==> src/rtl/zdelta_plane_streamer.sv <==
// Double-buffered plane-to-stream reader for the Z-delta correction path.
// A captured plane is sent word by word over valid/ready, then a 16-bit checksum is published.
//
// state  | meaning
// S_IDLE | no frame in flight; waits for a pending plane in shadow
// S_SEND | streaming active[idx]; a pending shadow is chained on the last beat
module zdelta_plane_streamer #(
  parameter int N_WORDS = 20,
  parameter int W       = 16
) (
  input  logic                 clk,
  input  logic                 rst_n,
  input  logic [N_WORDS*W-1:0] plane_in,
  input  logic                 plane_load,
  output logic [W-1:0]         tx_data,
  output logic                 tx_valid,
  input  logic                 tx_ready,
  output logic                 tx_first,
  output logic                 tx_last,
  output logic [W-1:0]         frame_sum,
  output logic                 sum_valid,
  output logic                 busy,
  output logic                 overrun,
  input  logic                 ovr_clr
);

  localparam int IW = (N_WORDS > 1) ? $clog2(N_WORDS) : 1;
  localparam logic [IW-1:0] LAST_IDX = IW'(N_WORDS - 1);

  typedef enum logic {S_IDLE, S_SEND} state_t;

  state_t               r_state;
  logic [N_WORDS*W-1:0] r_shadow;
  logic [N_WORDS*W-1:0] r_active;
  logic                 r_shadow_full;
  logic [IW-1:0]        r_idx;
  logic [W-1:0]         r_sum_acc;
  logic [W-1:0]         r_frame_sum;
  logic                 r_sum_valid;
  logic                 r_overrun;
  logic [W-1:0]         r_tx_data;
  logic                 r_tx_first;
  logic                 r_tx_last;

  state_t               w_state_nxt;
  logic [IW-1:0]        w_idx_nxt;
  logic [N_WORDS*W-1:0] w_active_nxt;
  logic [W-1:0]         w_word;
  logic [W-1:0]         w_data_nxt;
  logic                 w_first_nxt;
  logic                 w_last_nxt;
  logic                 w_hs;
  logic                 w_last_hs;
  logic                 w_xfer;

  assign w_hs      = (r_state == S_SEND) & tx_ready;
  assign w_last_hs = w_hs & (r_idx == LAST_IDX);
  // The shadow moves to active either from idle or on the closing beat of a frame.
  assign w_xfer    = r_shadow_full & ((r_state == S_IDLE) | w_last_hs);
  assign w_word    = r_active[int'(r_idx)*W +: W];

  always_comb begin
    w_state_nxt = r_state;
    w_idx_nxt   = r_idx;
    case (r_state)
      S_IDLE: begin
        if (w_xfer) begin
          w_state_nxt = S_SEND;
          w_idx_nxt   = '0;
        end
      end
      S_SEND: begin
        if (w_last_hs) begin
          w_state_nxt = w_xfer ? S_SEND : S_IDLE;
          w_idx_nxt   = '0;
        end else if (w_hs) begin
          w_idx_nxt = r_idx + 1'b1;
        end
      end
      default: begin
        w_state_nxt = S_IDLE;
        w_idx_nxt   = '0;
      end
    endcase

    // Output registers are loaded with what the next cycle presents, so a stall holds them.
    w_active_nxt = w_xfer ? r_shadow : r_active;
    w_data_nxt   = '0;
    w_first_nxt  = 1'b0;
    w_last_nxt   = 1'b0;
    if (w_state_nxt == S_SEND) begin
      w_data_nxt  = w_active_nxt[int'(w_idx_nxt)*W +: W];
      w_first_nxt = (w_idx_nxt == '0);
      w_last_nxt  = (w_idx_nxt == LAST_IDX);
    end
  end

  always_ff @(posedge clk or negedge rst_n) begin
    if (!rst_n) begin
      r_state       <= S_IDLE;
      r_shadow      <= '0;
      r_active      <= '0;
      r_shadow_full <= 1'b0;
      r_idx         <= '0;
      r_sum_acc     <= '0;
      r_frame_sum   <= '0;
      r_sum_valid   <= 1'b0;
      r_overrun     <= 1'b0;
      r_tx_data     <= '0;
      r_tx_first    <= 1'b0;
      r_tx_last     <= 1'b0;
    end else begin
      r_state    <= w_state_nxt;
      r_idx      <= w_idx_nxt;
      r_active   <= w_active_nxt;
      r_tx_data  <= w_data_nxt;
      r_tx_first <= w_first_nxt;
      r_tx_last  <= w_last_nxt;

      if (plane_load) begin
        r_shadow      <= plane_in;
        r_shadow_full <= 1'b1;
      end else if (w_xfer) begin
        r_shadow_full <= 1'b0;
      end

      // Newest plane wins; a clear in the same cycle as a fresh overrun loses.
      if (plane_load & r_shadow_full & ~w_xfer) begin
        r_overrun <= 1'b1;
      end else if (ovr_clr) begin
        r_overrun <= 1'b0;
      end

      if (w_xfer) begin
        r_sum_acc <= '0;
      end else if (w_hs) begin
        r_sum_acc <= r_sum_acc + w_word;
      end

      r_sum_valid <= w_last_hs;
      if (w_last_hs) begin
        r_frame_sum <= r_sum_acc + w_word;
      end
    end
  end

  assign tx_data   = r_tx_data;
  assign tx_valid  = (r_state == S_SEND);
  assign tx_first  = r_tx_first;
  assign tx_last   = r_tx_last;
  assign frame_sum = r_frame_sum;
  assign sum_valid = r_sum_valid;
  assign overrun   = r_overrun;
  assign busy      = (r_state == S_SEND) | r_shadow_full;

endmodule

==> config.mk <==
export PLATFORM = sky130hd
export DESIGN_NAME = zdelta_plane_streamer
export DESIGN_NICKNAME = d
export VERILOG_FILES = /design/src/rtl/zdelta_plane_streamer.sv
export SDC_FILE = /design/constraint.sdc
export NUM_CORES = 1
export LEC_CHECK = 0
export CORE_MARGIN = 5
export CORE_UTILIZATION = 35
export CTS_CLUSTER_SIZE = 10
export DETAILED_ROUTE_END_ITERATION = 16
export PLACE_DENSITY_LB_ADDON = 0.15
export SETUP_SLACK_MARGIN = 0.15
export SYNTH_ARGS = -nofsm -noshare
export SYNTH_HDL_FRONTEND = slang
export SYNTH_SLANG_ARGS = --single-unit
==> constraint.sdc <==
create_clock -name clk -period 6.2 [get_ports clk]
set_input_delay 1.24 -clock clk [delete_from_list [all_inputs] [get_ports clk]]
set_output_delay 1.24 -clock clk [all_outputs]
set_load 0.05 [all_outputs]
==> parameters.txt <==
Parameter                              Value

Worst setup path
  Reg-to-Reg End ... r_sum_acc[15]$_DFFE_PN0P_
  Crit path max fanout ... 23
  Register-to-Register Setup Slack ... 1.55 ns
  Required time worst endpoint ... 6.77 ns
  Sort of element at the end of the critical path ... flip-flop
  Origin of the critical flop-to-flop path ... r_idx[0]$_DFF_PN0_
  Critical path launch point type ... flip-flop
  WS Path Type ... flip-flop to flip-flop
  Register-to-Register Path Depth ... 14
  Critical path data arrival time ... 5.22 ns

STA
  Number of failing hold endpoints at the final stage ... 0
  Fmax ... 215 MHz
  Relative slew slack ... 27.4%
  Max-slew violation total from the final report ... 0
  Setup repair after global routing missed its margin ... no
  Time the final worst path needs with I/O delays and setup ... 4.65 ns
  Setup violators final ... 0
  Final hold slack ... 0.479 ns
  Setup Total Neg Slack ... 0 ns
  Tightest Pin Transition ... 1.09 ns
  Final critical-path share of the clock period ... 75.0%
  Clock Skews ... 0.0346 ns

Routing
  Drt first pass iters ... 5
  Number of remaining DRC errors ... 0
  Via density per instance ... 5.51
  Routed wirelength normalized by instance count ... 26.9 um
  Final ANT Viol Nets ... 0
  Iteration-0 DRC Markers ... 1694
  Total vias in the final route ... 22700
  Drt total wl ... 111000 um

Global route
  Met3 Resource Use GR ... 3.41%
  GRT Residual Overflow ... 0
  Global Route met1 Usage ... 30.5%
  Number of antenna violations at the first check in global routing ... 10
  First-pass GRT wire length ... 163000 um
  GRT busiest layer ... met2
  Maximum number of pins on one net before global-route repair ... 186
  Fraction of met2 tracks used by global routing ... 35.9%
  GRT Util Overall ... 22.1%
  Via count of the first global-routing pass ... 24100

Logic synthesis
  Post-synthesis instance total ... 2581
  Post-synth EDFFs ... 0
  Post-Syn Area per Cell ... 12.5 sq um
  Synth async-reset ratio ... 100%
  Portion of the post-synthesis area used by sequential elements ... 54.1%
  Cell Area, Synth ... 32300 sq um
  Main flop type after synthesis ... sky130_fd_sc_hd__dfrtp_1
  Yosys warning count ... 0
  Synthesized flop and latch total ... 699
  Number of nets in the synthesized netlist ... 2923
  Count of different cell masters after synthesis ... 53

Clock network
  Maximum buffer depth of the clock tree ... 3
  Number of buffers added for setup after CTS ... 0
  Root Buffer ... sky130_fd_sc_hd__clkbuf_16
  CTS Buf Count ... 84
  Hold buffer count at cts ... 0
  Worst skew pair latency ... 0.64 ns
  Number of cells upsized or downsized after cts ... 0
  Max H-tree Level ... 3
  Clock transition time at the flip-flop clock pins of the worst setup and hold paths ... 0.06 ns
  Total clock sinks ... 699
  CTS tree ... done

Power and ir drop
  Maximum vdd ir drop ... 0.237 mV
  Fraction of power spent switching nets ... 35.0%
  Power density normalized to cell area ... 389 nW/um^2
  Clock share of power ... 29.5%
  Switching power of the nets ... 5.40 mW
  Part of the power in registers ... 38.4%
  Combinational power share ... 32.1%
  Leak ... 17.7 nW
  Total power of the final layout ... 15.4 mW
  Internal Pwr Total ... 10.0 mW

Job
  Number of maximum-capacitance constraint violations ... 0

Placed design
  Routability congestion estimate ... 0.860
  Number of port buffers ... 362
  Post-placement cell count ... 3989
  Detailed Place HPWL ... 80200 um

Hold path
  Source of the worst hold timing path ... frame_sum[8]$_DFFE_PN0P_
  Endpoint of the worst hold-timing path ... frame_sum[8]$_DFFE_PN0P_
  Worst min-delay path category ... flip-flop to flip-flop
  Hold depth ... 2

Outcome
  Run status ... finished, final reports clean

Floorplanning
  Boundary Pins ... 363
  Horiz. Die Dim ... 314 um
  Total die area ... 98500 sq um
  Die Y ... 314 um
  Starting Density ... 35.3%
  Cell row count ... 111
  Core area ... 91700 sq um

Cells and area
  Fraction of layout cells with a size suffix above 1 ... 26.2%
  Cell Count, Final, Fillers Out ... 4113
  Final net count ... 3231
  Filler cell count ... 8411
  Antenna fix cells ... 0
  Commonest cells after routing, fill and taps aside ... 696 x sky130_fd_sc_hd__dfrtp_1, 482 x sky130_fd_sc_hd__mux2_2, 360 x sky130_fd_sc_hd__clkdlybuf4s50_1, 350 x sky130_fd_sc_hd__nand2_1, 124 x sky130_fd_sc_hd__nor2_1
  Leading cell type in the layout, fill and taps excluded ... sky130_fd_sc_hd__dfrtp_1
  Area added between synthesis and finish ... 22.6%
  Area taken by multi-input logic gates ... 13900 sq um
  Footprint of the flip-flops and latches ... 17500 sq um
## through the flow
stage	worst slack, ns	util [%]	area [sq um]
4_1_cts	1.54	43.2	39600
6_report	1.55	43.2	39600
3_5_place_dp	1.45	40.6	37200
2_1_floorplan	1.93	-	32300
5_1_grt	1.22	43.2	39600
3_3_place_gp	1.47	40.6	37200
## synth_stat cells (17+ instances only)
cell / count / share of area [%]
sky130_fd_sc_hd__a211oi_1: 26 / 0.60
sky130_fd_sc_hd__a21o_1: 36 / 0.84
sky130_fd_sc_hd__a21oi_1: 40 / 0.62
sky130_fd_sc_hd__a311oi_1: 33 / 0.89
sky130_fd_sc_hd__and3_1: 34 / 0.66
sky130_fd_sc_hd__buf_2: 36 / 0.56
sky130_fd_sc_hd__buf_4: 20 / 0.46
sky130_fd_sc_hd__clkbuf_1: 121 / 1.4
sky130_fd_sc_hd__dfrtp_1: 699 / 54
sky130_fd_sc_hd__inv_1: 24 / 0.28
sky130_fd_sc_hd__mux2_1: 48 / 1.7
sky130_fd_sc_hd__mux2_2: 482 / 17
sky130_fd_sc_hd__mux2i_1: 19 / 0.59
sky130_fd_sc_hd__mux4_2: 95 / 6.6
sky130_fd_sc_hd__nand2_1: 351 / 4.1
sky130_fd_sc_hd__nand2b_1: 19 / 0.37
sky130_fd_sc_hd__nand3_1: 56 / 0.87
sky130_fd_sc_hd__nor2_1: 124 / 1.4
sky130_fd_sc_hd__o211ai_1: 49 / 1.1
sky130_fd_sc_hd__o21ai_0: 78 / 1.2
sky130_fd_sc_hd__o21ai_1: 17 / 0.26
sky130_fd_sc_hd__o31a_1: 17 / 0.46
sky130_fd_sc_hd__or2_2: 18 / 0.35
sky130_fd_sc_hd__or3_1: 17 / 0.33
## critical path: stages, from the launching register on
cell and delay (ns):
sky130_fd_sc_hd__dfrtp_4 0.67, sky130_fd_sc_hd__buf_12 0.29, sky130_fd_sc_hd__mux4_2 0.54, sky130_fd_sc_hd__mux4_2 0.47, sky130_fd_sc_hd__inv_1 0.20, sky130_fd_sc_hd__o21ai_0 0.13, sky130_fd_sc_hd__ha_1 0.36, sky130_fd_sc_hd__a21oi_1 0.21
sky130_fd_sc_hd__nor2_1 0.07, sky130_fd_sc_hd__a211oi_1 0.40, sky130_fd_sc_hd__a311oi_1 0.22, sky130_fd_sc_hd__or4_1 0.49, sky130_fd_sc_hd__a22oi_1 0.26, sky130_fd_sc_hd__o211ai_1 0.14, sky130_fd_sc_hd__nand2_1 0.09
## final cells by class
class | count | area share [%]
timing repair buffer | 411 | 10.5
tap | 1186 | 3.74
clock inverter | 9 | 0.189
inverter | 27 | 0.268
clock buffer | 115 | 6.01
multi-input combinational | 1666 | 35.1
sequential | 699 | 44.2
## power by group through the flow
stage | Clock [mW] | Combinational, mW | Sequential [mW]
after floorplan | 0 | 2.95 | 5.90
after global placement | 0 | 4.88 | 5.97
after detailed placement | 0 | 4.95 | 5.99
after CTS | 4.67 | 4.97 | 5.91
after global routing | 4.85 | 5.30 | 5.98
final | 4.55 | 4.95 | 5.92
## state kept, by name, indices dropped and copies added (netlist names)
| register | cells |
|---|---|
| tx_first | 1 |
| overrun | 1 |
| tx_data | 16 |
| sum_valid | 1 |
| r_shadow | 320 |
| r_idx | 5 |
| r_active | 320 |
| r_shadow_full | 1 |
| frame_sum | 16 |
| tx_last | 1 |
| r_sum_acc | 16 |
| tx_valid | 1 |
## worst max path at each step
stage                                   from  slack (ns)                   endpoint
after global placement              tx_ready        1.47       tx_data[3]$_DFF_PN0_
after global routing      r_idx[0]$_DFF_PN0_        1.22  r_sum_acc[15]$_DFFE_PN0P_
after detailed placement            tx_ready        1.45       tx_data[3]$_DFF_PN0_
final                     r_idx[0]$_DFF_PN0_        1.55  r_sum_acc[15]$_DFFE_PN0P_
after floorplan           r_idx[0]$_DFF_PN0_        1.93  r_sum_acc[12]$_DFFE_PN0P_
after CTS                 r_idx[0]$_DFF_PN0_        1.54  r_sum_acc[10]$_DFFE_PN0P_
## per-layer routing
| layer | part of all wire, % | wire (um) | up-vias |
|---|---|---|---|
| li1 | - | - | 9933 |
| met1 | 44 | 48600 | 11800 |
| met2 | 48 | 52800 | 714 |
| met3 | 5.1 | 5680 | 154 |
| met4 | 3.4 | 3730 | 4 |
| met5 | 0.021 | 23 | - |
## cell families after synthesis
kind of cell | synth area share, %
xor+xnor | 0.325
flops | 54.1
simple gates | 8.46
mux | 25.7
buf+inv | 2.88
fa+ha+maj | 0.681
compound gates | 7.88
(Power assumes the default switching activity.)
